### config.mk
export PLATFORM = sky130hd
export DESIGN_NAME = stream_odd_even_sort
export DESIGN_NICKNAME = d
export VERILOG_FILES = /design/src/rtl/stream_odd_even_sort.sv
export SDC_FILE = /design/constraint.sdc
export NUM_CORES = 1
export LEC_CHECK = 0
export ABC_AREA = 1
export BUFFER_PORTS_ARGS = -buffer_cell sky130_fd_sc_hd__buf_4
export CAP_MARGIN = 20
export CELL_PAD_IN_SITES_DETAIL_PLACEMENT = 2
export CELL_PAD_IN_SITES_GLOBAL_PLACEMENT = 2
export CORE_MARGIN = 2
export CORE_UTILIZATION = 38
export CTS_CLUSTER_SIZE = 20
export DETAILED_ROUTE_END_ITERATION = 8
export GPL_TIMING_DRIVEN = 0
export PLACE_DENSITY = 0.86
export SLEW_MARGIN = 20
export SYNTH_ARGS = -nofsm -noshare
export SYNTH_HDL_FRONTEND = slang
export SYNTH_SLANG_ARGS = --single-unit
export TNS_END_PERCENT = 10
### constraint.sdc
create_clock -name clk -period 4.4 [get_ports clk]
set_input_delay 0.88 -clock clk [delete_from_list [all_inputs] [get_ports clk]]
set_output_delay 0.88 -clock clk [all_outputs]
set_load 0.01 [all_outputs]
### src/rtl/stream_odd_even_sort.sv
// Streaming block sorter: loads DATA_N elements, runs DATA_N odd-even
// transposition phases on a shared compare-exchange bank, then drains the
// block in descending order (largest first) on a valid/ready output.
module stream_odd_even_sort #(
  parameter int unsigned DATA_N = 4,
  parameter int unsigned DATA_W = 4
) (
  input  logic              clk,
  input  logic              rst_n,
  input  logic              s_valid,
  output logic              s_ready,
  input  logic [DATA_W-1:0] s_data,
  output logic              m_valid,
  input  logic              m_ready,
  output logic [DATA_W-1:0] m_data,
  output logic              m_last,
  output logic              busy
);

  localparam int unsigned CNT_W = $clog2(DATA_N + 1);
  localparam int unsigned IDX_W = $clog2(DATA_N);
  localparam int unsigned CX_N  = DATA_N / 2;
  localparam int          N_I   = int'(DATA_N);
  localparam int          CX_I  = int'(CX_N);
  localparam logic [CNT_W-1:0] LAST = CNT_W'(DATA_N - 1);

  typedef enum logic [1:0] {
    ST_LOAD,
    ST_SORT,
    ST_DRAIN
  } state_e;

  state_e            state_q, state_d;
  logic [CNT_W-1:0]  wr_cnt_q, wr_cnt_d;
  logic [CNT_W-1:0]  phase_cnt_q, phase_cnt_d;
  logic [CNT_W-1:0]  rd_ptr_q, rd_ptr_d;
  logic [DATA_W-1:0] slot_q [DATA_N];
  logic [DATA_W-1:0] slot_d [DATA_N];

  logic              s_ready_q, s_ready_d;
  logic              m_valid_q, m_valid_d;
  logic [DATA_W-1:0] m_data_q, m_data_d;
  logic              m_last_q, m_last_d;
  logic              busy_q, busy_d;

  // Compare-exchange bank signals
  logic              phase_odd;
  logic              cx_en [CX_N];
  logic [DATA_W-1:0] cx_a  [CX_N];
  logic [DATA_W-1:0] cx_b  [CX_N];
  logic [DATA_W-1:0] cx_hi [CX_N];
  logic [DATA_W-1:0] cx_lo [CX_N];
  logic [DATA_W-1:0] cx_slot [DATA_N];

  assign phase_odd = phase_cnt_q[0];

  // Route slot pairs onto the shared units: even phase (2k,2k+1), odd phase (2k+1,2k+2)
  always_comb begin
    for (int k = 0; k < CX_I; k++) begin
      cx_en[k] = 1'b0;
      cx_a[k]  = '0;
      cx_b[k]  = '0;
      if (!phase_odd) begin
        cx_en[k] = 1'b1;
        cx_a[k]  = slot_q[2*k];
        cx_b[k]  = slot_q[2*k+1];
      end else if (2*k + 2 < N_I) begin
        cx_en[k] = 1'b1;
        cx_a[k]  = slot_q[2*k+1];
        cx_b[k]  = slot_q[(2*k + 2 < N_I) ? 2*k+2 : N_I-1];
      end
    end
  end

  // Each unit swaps only on a strictly larger right element, so ties keep their order
  always_comb begin
    for (int k = 0; k < CX_I; k++) begin
      if (cx_b[k] > cx_a[k]) begin
        cx_hi[k] = cx_b[k];
        cx_lo[k] = cx_a[k];
      end else begin
        cx_hi[k] = cx_a[k];
        cx_lo[k] = cx_b[k];
      end
    end
  end

  // Write unit results back to their slots; unpaired slots pass through
  always_comb begin
    for (int i = 0; i < N_I; i++) begin
      cx_slot[i] = slot_q[i];
      if (!phase_odd) begin
        if (i / 2 < CX_I) begin
          cx_slot[i] = (i % 2 == 0) ? cx_hi[(i/2 < CX_I) ? i/2 : CX_I-1]
                                    : cx_lo[(i/2 < CX_I) ? i/2 : CX_I-1];
        end
      end else if (i > 0 && (i - 1) / 2 < CX_I) begin
        if (cx_en[((i-1)/2 < CX_I) ? (i-1)/2 : CX_I-1]) begin
          cx_slot[i] = (i % 2 == 1) ? cx_hi[((i-1)/2 < CX_I) ? (i-1)/2 : CX_I-1]
                                    : cx_lo[((i-1)/2 < CX_I) ? (i-1)/2 : CX_I-1];
        end
      end
    end
  end

  // FSM next state, counters and slot updates
  always_comb begin
    state_d     = state_q;
    wr_cnt_d    = wr_cnt_q;
    phase_cnt_d = phase_cnt_q;
    rd_ptr_d    = rd_ptr_q;
    slot_d      = slot_q;
    unique case (state_q)
      ST_LOAD: begin
        if (s_valid && s_ready_q) begin
          slot_d[wr_cnt_q[IDX_W-1:0]] = s_data;
          if (wr_cnt_q == LAST) begin
            state_d     = ST_SORT;
            wr_cnt_d    = '0;
            phase_cnt_d = '0;
          end else begin
            wr_cnt_d = wr_cnt_q + CNT_W'(1);
          end
        end
      end
      ST_SORT: begin
        slot_d = cx_slot;
        if (phase_cnt_q == LAST) begin
          state_d     = ST_DRAIN;
          phase_cnt_d = '0;
          rd_ptr_d    = '0;
        end else begin
          phase_cnt_d = phase_cnt_q + CNT_W'(1);
        end
      end
      ST_DRAIN: begin
        if (m_valid_q && m_ready) begin
          if (rd_ptr_q == LAST) begin
            state_d  = ST_LOAD;
            rd_ptr_d = '0;
          end else begin
            rd_ptr_d = rd_ptr_q + CNT_W'(1);
          end
        end
      end
      default: begin
        state_d = ST_LOAD;
      end
    endcase
  end

  // Output values for the next cycle, decoded from the next state
  always_comb begin
    s_ready_d = 1'b0;
    busy_d    = 1'b0;
    m_valid_d = 1'b0;
    m_data_d  = '0;
    m_last_d  = 1'b0;
    unique case (state_d)
      ST_LOAD:  s_ready_d = 1'b1;
      ST_SORT:  busy_d    = 1'b1;
      ST_DRAIN: begin
        busy_d    = 1'b1;
        m_valid_d = 1'b1;
        m_data_d  = slot_d[rd_ptr_d[IDX_W-1:0]];
        m_last_d  = (rd_ptr_d == LAST);
      end
      default: s_ready_d = 1'b0;
    endcase
  end

  // State, counter, slot and output registers
  always_ff @(posedge clk or negedge rst_n) begin
    if (!rst_n) begin
      state_q     <= ST_LOAD;
      wr_cnt_q    <= '0;
      phase_cnt_q <= '0;
      rd_ptr_q    <= '0;
      for (int i = 0; i < N_I; i++) begin
        slot_q[i] <= '0;
      end
      s_ready_q   <= 1'b1;
      busy_q      <= 1'b0;
      m_valid_q   <= 1'b0;
      m_data_q    <= '0;
      m_last_q    <= 1'b0;
    end else begin
      state_q     <= state_d;
      wr_cnt_q    <= wr_cnt_d;
      phase_cnt_q <= phase_cnt_d;
      rd_ptr_q    <= rd_ptr_d;
      slot_q      <= slot_d;
      s_ready_q   <= s_ready_d;
      busy_q      <= busy_d;
      m_valid_q   <= m_valid_d;
      m_data_q    <= m_data_d;
      m_last_q    <= m_last_d;
    end
  end

  assign s_ready = s_ready_q;
  assign busy    = busy_q;
  assign m_valid = m_valid_q;
  assign m_data  = m_data_q;
  assign m_last  = m_last_q;

endmodule

==> summary.txt <==
Floorplanning
  – Die Wd: 85.66 um
  – Initial Util: 0.3967
  – I/O pins: 16
  – Die Span Y: 85.66 um
  – Area of the die: 7337 um^2
  – CORE AREA: 6386 um^2
  – Row cnt: 29

Synthesis
  – Largest family of logic cells by synthesized area: simple AND/OR/NAND/NOR gates
  – Top post-synthesis cells by area: dfrtp_1 34%, nand3_1 13%, nand2_1 13%, ha_1 9.9%, inv_1 8.0%
  – XOR/XNOR Fraction of Synth Area: 0
  – Post-synth EDFFs: 0
  – Post-synthesis cell area: 2534 um^2
  – Synth cell types: 30
  – Post-synthesis sequential area ratio: 0.3462
  – Post-synthesis compound-gate area fraction: 0.1309
  – Register bit total from synthesis: 35
  – Instance count of the mapped netlist: 356
  – Mux cell area share after synthesis: 0
  – Syn_nets: 384
  – Ys async rst share: 1.000
  – Count leader, synth: nand2_1
  – Synth Area per Inst: 7.117 um^2
  – Post-Synth Adder-Cell Area: 0.09877
  – Top cells by count, synth: 86 x nand2_1, 67 x nand3_1, 54 x inv_1, 34 x dfrtp_1, 20 x ha_1
  – Post-synth top area share: 0.3358
  – Fraction of the mapped netlist area in simple logic gates: 0.3240
  – YS warnings: 0
  – Synth Flop Type: dfrtp_1
  – Cell taking the most area after synthesis: dfrtp_1

Timing
  – Unrepaired setup endpoints after global routing: false
  – Hold Vio Cnt, Final: 0
  – Maximum clock rate: 324.7 MHz
  – Final setup viols: 0
  – Layout Skew: 0.008916 ns
  – Minimum clock period: 3.080 ns
  – Slew @ Worst Pin: 0.6338 ns
  – Final critical-path share of the clock period: 0.7000
  – TNS Setup: 0 ns
  – Worst rel slew slack: 0.5775
  – Slew Limit Fails: 0

Drt
  – Post-DRT Antenna Nets: 0
  – Drt total wl: 8940 um
  – Routed len/inst: 19.61 um
  – Post-route DRC: 0
  – 1st-pass router iterations: 4
  – DRT iter0 DRCs: 90
  – Vias/cell: 5.588
  – Via count: 2548

Clock tree
  – Number of clock sinks: 35
  – Clock-pin slew on the worst setup and hold paths: 0.07 ns
  – CTS Buf Count: 5
  – CTS max path bufs: 2
  – # hold bufs at CTS: 0
  – Post-CTS setup repair buffer count: 0
  – Worst skew pair latency: 0.30 ns
  – CTS resizes: 0
  – CTS tree: built
  – H-Tree Depth: 2
  – Root Buffer: clkbuf_8

Worst setup path
  – CP Launch Type: flip-flop
  – Crit-path max FO: 10
  – CP max stage delay: 0.52 ns
  – CP max-delay cell: clkbuf_1
  – CP Capture Type: flip-flop
  – R2R Setup Slk: 1.32 ns
  – Crit path cell chain: inv_1 -> clkbuf_1 -> nand2_1 -> ha_1 -> nand2_1 -> nand2_1 -> nand2_1 -> nand2_1 -> nand3_1 -> nand2_1 -> nand3_1 -> nand3_1 -> nand2_1 -> inv_1 -> nand2_1 -> a21oi_1
  – Worst path bufs/invs: 3
  – WS Path Type: reg -> reg
  – Critical Path Source: phase_cnt_q[0]$_DFFE_PN0P_
  – FF-to-FF path depth: 16
  – Crit. path cell count: 16
  – Reg-to-Reg End: m_data[3]$_DFF_PN0_
  – CP endpoint: m_data[3]$_DFF_PN0_
  – FF-to-FF Start: phase_cnt_q[0]$_DFFE_PN0P_
  – Family with the most delay on the worst path: simple AND/OR/NAND/NOR gates
  – CP most frequent cell: nand2_1
  – Worst Path Required: 4.61 ns
  – WP data arrival: 3.29 ns

Layout
  – Synth-to-Final Area Change: 11.85%
  – Layout cell share with drive strength beyond 1: 0.09763
  – Register area: 877.1 um^2
  – Final antenna diode count: 0
  – NumNets Final: 406
  – Area of the multi-input gates: 1403 um^2
  – Filler Cells Inserted: 763

Global route
  – Initial antenna violation count: 0
  – All-Layer GR Usage: 0.2642
  – First-pass GRT wire length: 14750 um
  – Largest net degree at the start of global routing: 36
  – Number of global-route vias before repair: 2805
  – Global route overflow: 0

Job
  – Max Cap Violations: 0

Outcome
  – Status: finished clean

Min path
  – Hold WC Path Type: reg -> reg

Place
  – Hpwl dp: 7007 um
  – Port buffer count: 15
  – GPL Wtd Cong: 0.8176
worst min path at each step:
| stage | from | endpoint | slack (ns) | depth (start not counted) |
|---|---|---|---|---|
| 2_1_floorplan | phase_cnt_q[2]$_DFFE_PN0P_ | phase_cnt_q[2]$_DFFE_PN0P_ | 0.47 | 2 |
| 3_3_place_gp | phase_cnt_q[2]$_DFFE_PN0P_ | phase_cnt_q[2]$_DFFE_PN0P_ | 0.48 | 2 |
| 3_5_place_dp | phase_cnt_q[2]$_DFFE_PN0P_ | phase_cnt_q[2]$_DFFE_PN0P_ | 0.51 | 2 |
| 4_1_cts | phase_cnt_q[2]$_DFFE_PN0P_ | phase_cnt_q[2]$_DFFE_PN0P_ | 0.52 | 2 |
| 5_1_grt | rst_n | m_data[1]$_DFF_PN0_ | 0.54 | 1 |
| 6_report | phase_cnt_q[2]$_DFFE_PN0P_ | phase_cnt_q[2]$_DFFE_PN0P_ | 0.51 | 2 |
metrics by stage:
stage | utilization | cell area, um^2 | hold slack [ns] | cells | setup slack (ns)
floorplan | - | 2534 | 0.4716 | 356 | 2.184
global placement | 0.4295 | 2743 | 0.4821 | 448 | 1.434
detailed placement | 0.4295 | 2743 | 0.5077 | 448 | 1.335
CTS | 0.4438 | 2834 | 0.5178 | 456 | 1.299
global route | 0.4438 | 2834 | 0.5436 | 456 | 0.9395
finish | 0.4438 | 2834 | 0.5119 | 456 | 1.320
per-layer routing:
metal  global-route usage  wire [um]  up-vias
met5                    0          0        -
met2               0.4766       4746       33
met3              0.04331        201        9
met4              0.06205         95        0
met1               0.3297       3897     1285
li1                     -          -     1221
cell type report:
cell class                      count  area share
Inverter                           56     0.07417
Buffer                              7     0.01545
Multi-Input combinational cell    258      0.4949
Sequential cell                    35      0.3095
Timing Repair Buffer               15     0.03974
Tap cell                           77     0.03400
Clock buffer                        7     0.03046
Clock inverter                      1    0.001766
worst reg2reg max path, delay by kind of cell, from the launching register on:
kind	cells	cell delay [ns]
AOI/OAI and AO/OA	1	0.18
buffers and inverters	3	0.81
and+or+nand+nor	11	1.18
adders and majority gates	1	0.33
DFF	1	0.51
logic make-up (layout without fill, tap and decap cells):
group / Yosys count / count (layout)
buf+inv: 63 / 86
simple gates: 185 / 185
compound gates: 53 / 53
fa+ha+maj: 20 / 20
flops: 35 / 35
flip-flops by register name, indices dropped and copies added, names as in the netlist:
signal,cells
slot_q,16
m_data,4
phase_cnt_q,3
rd_ptr_q,3
wr_cnt_q,3
state_q,2
busy,1
m_last,1
m_valid,1
s_ready,1
layout by cell type (no fill, tap or decap):
cell       n
buf_6      1
o211ai_1   1
o21ai_0   14
a22oi_1   12
nor2_1    18
dfrtp_1   34
nand3_2    1
o31ai_1    2
clkbuf_1   3
dfstp_2    1
nor4_1     1
ha_1      20
nand4_1    5
nand3_1   67
o211ai_2   1
a21oi_1   12
buf_2      2
nor2_2     1
inv_1     54
o21a_1     4
and3_1     1
clkbuf_8   6
o21ai_1    4
buf_4     17
inv_2      1
o21ai_2    3
nand2_2    1
or2_2      1
nand3b_1   3
clkinv_2   1
nand2_1   86
clkinv_1   1
Power is not shown: default switching activity piles up to over one toggle a cycle in this logic, so the estimate is an artifact.
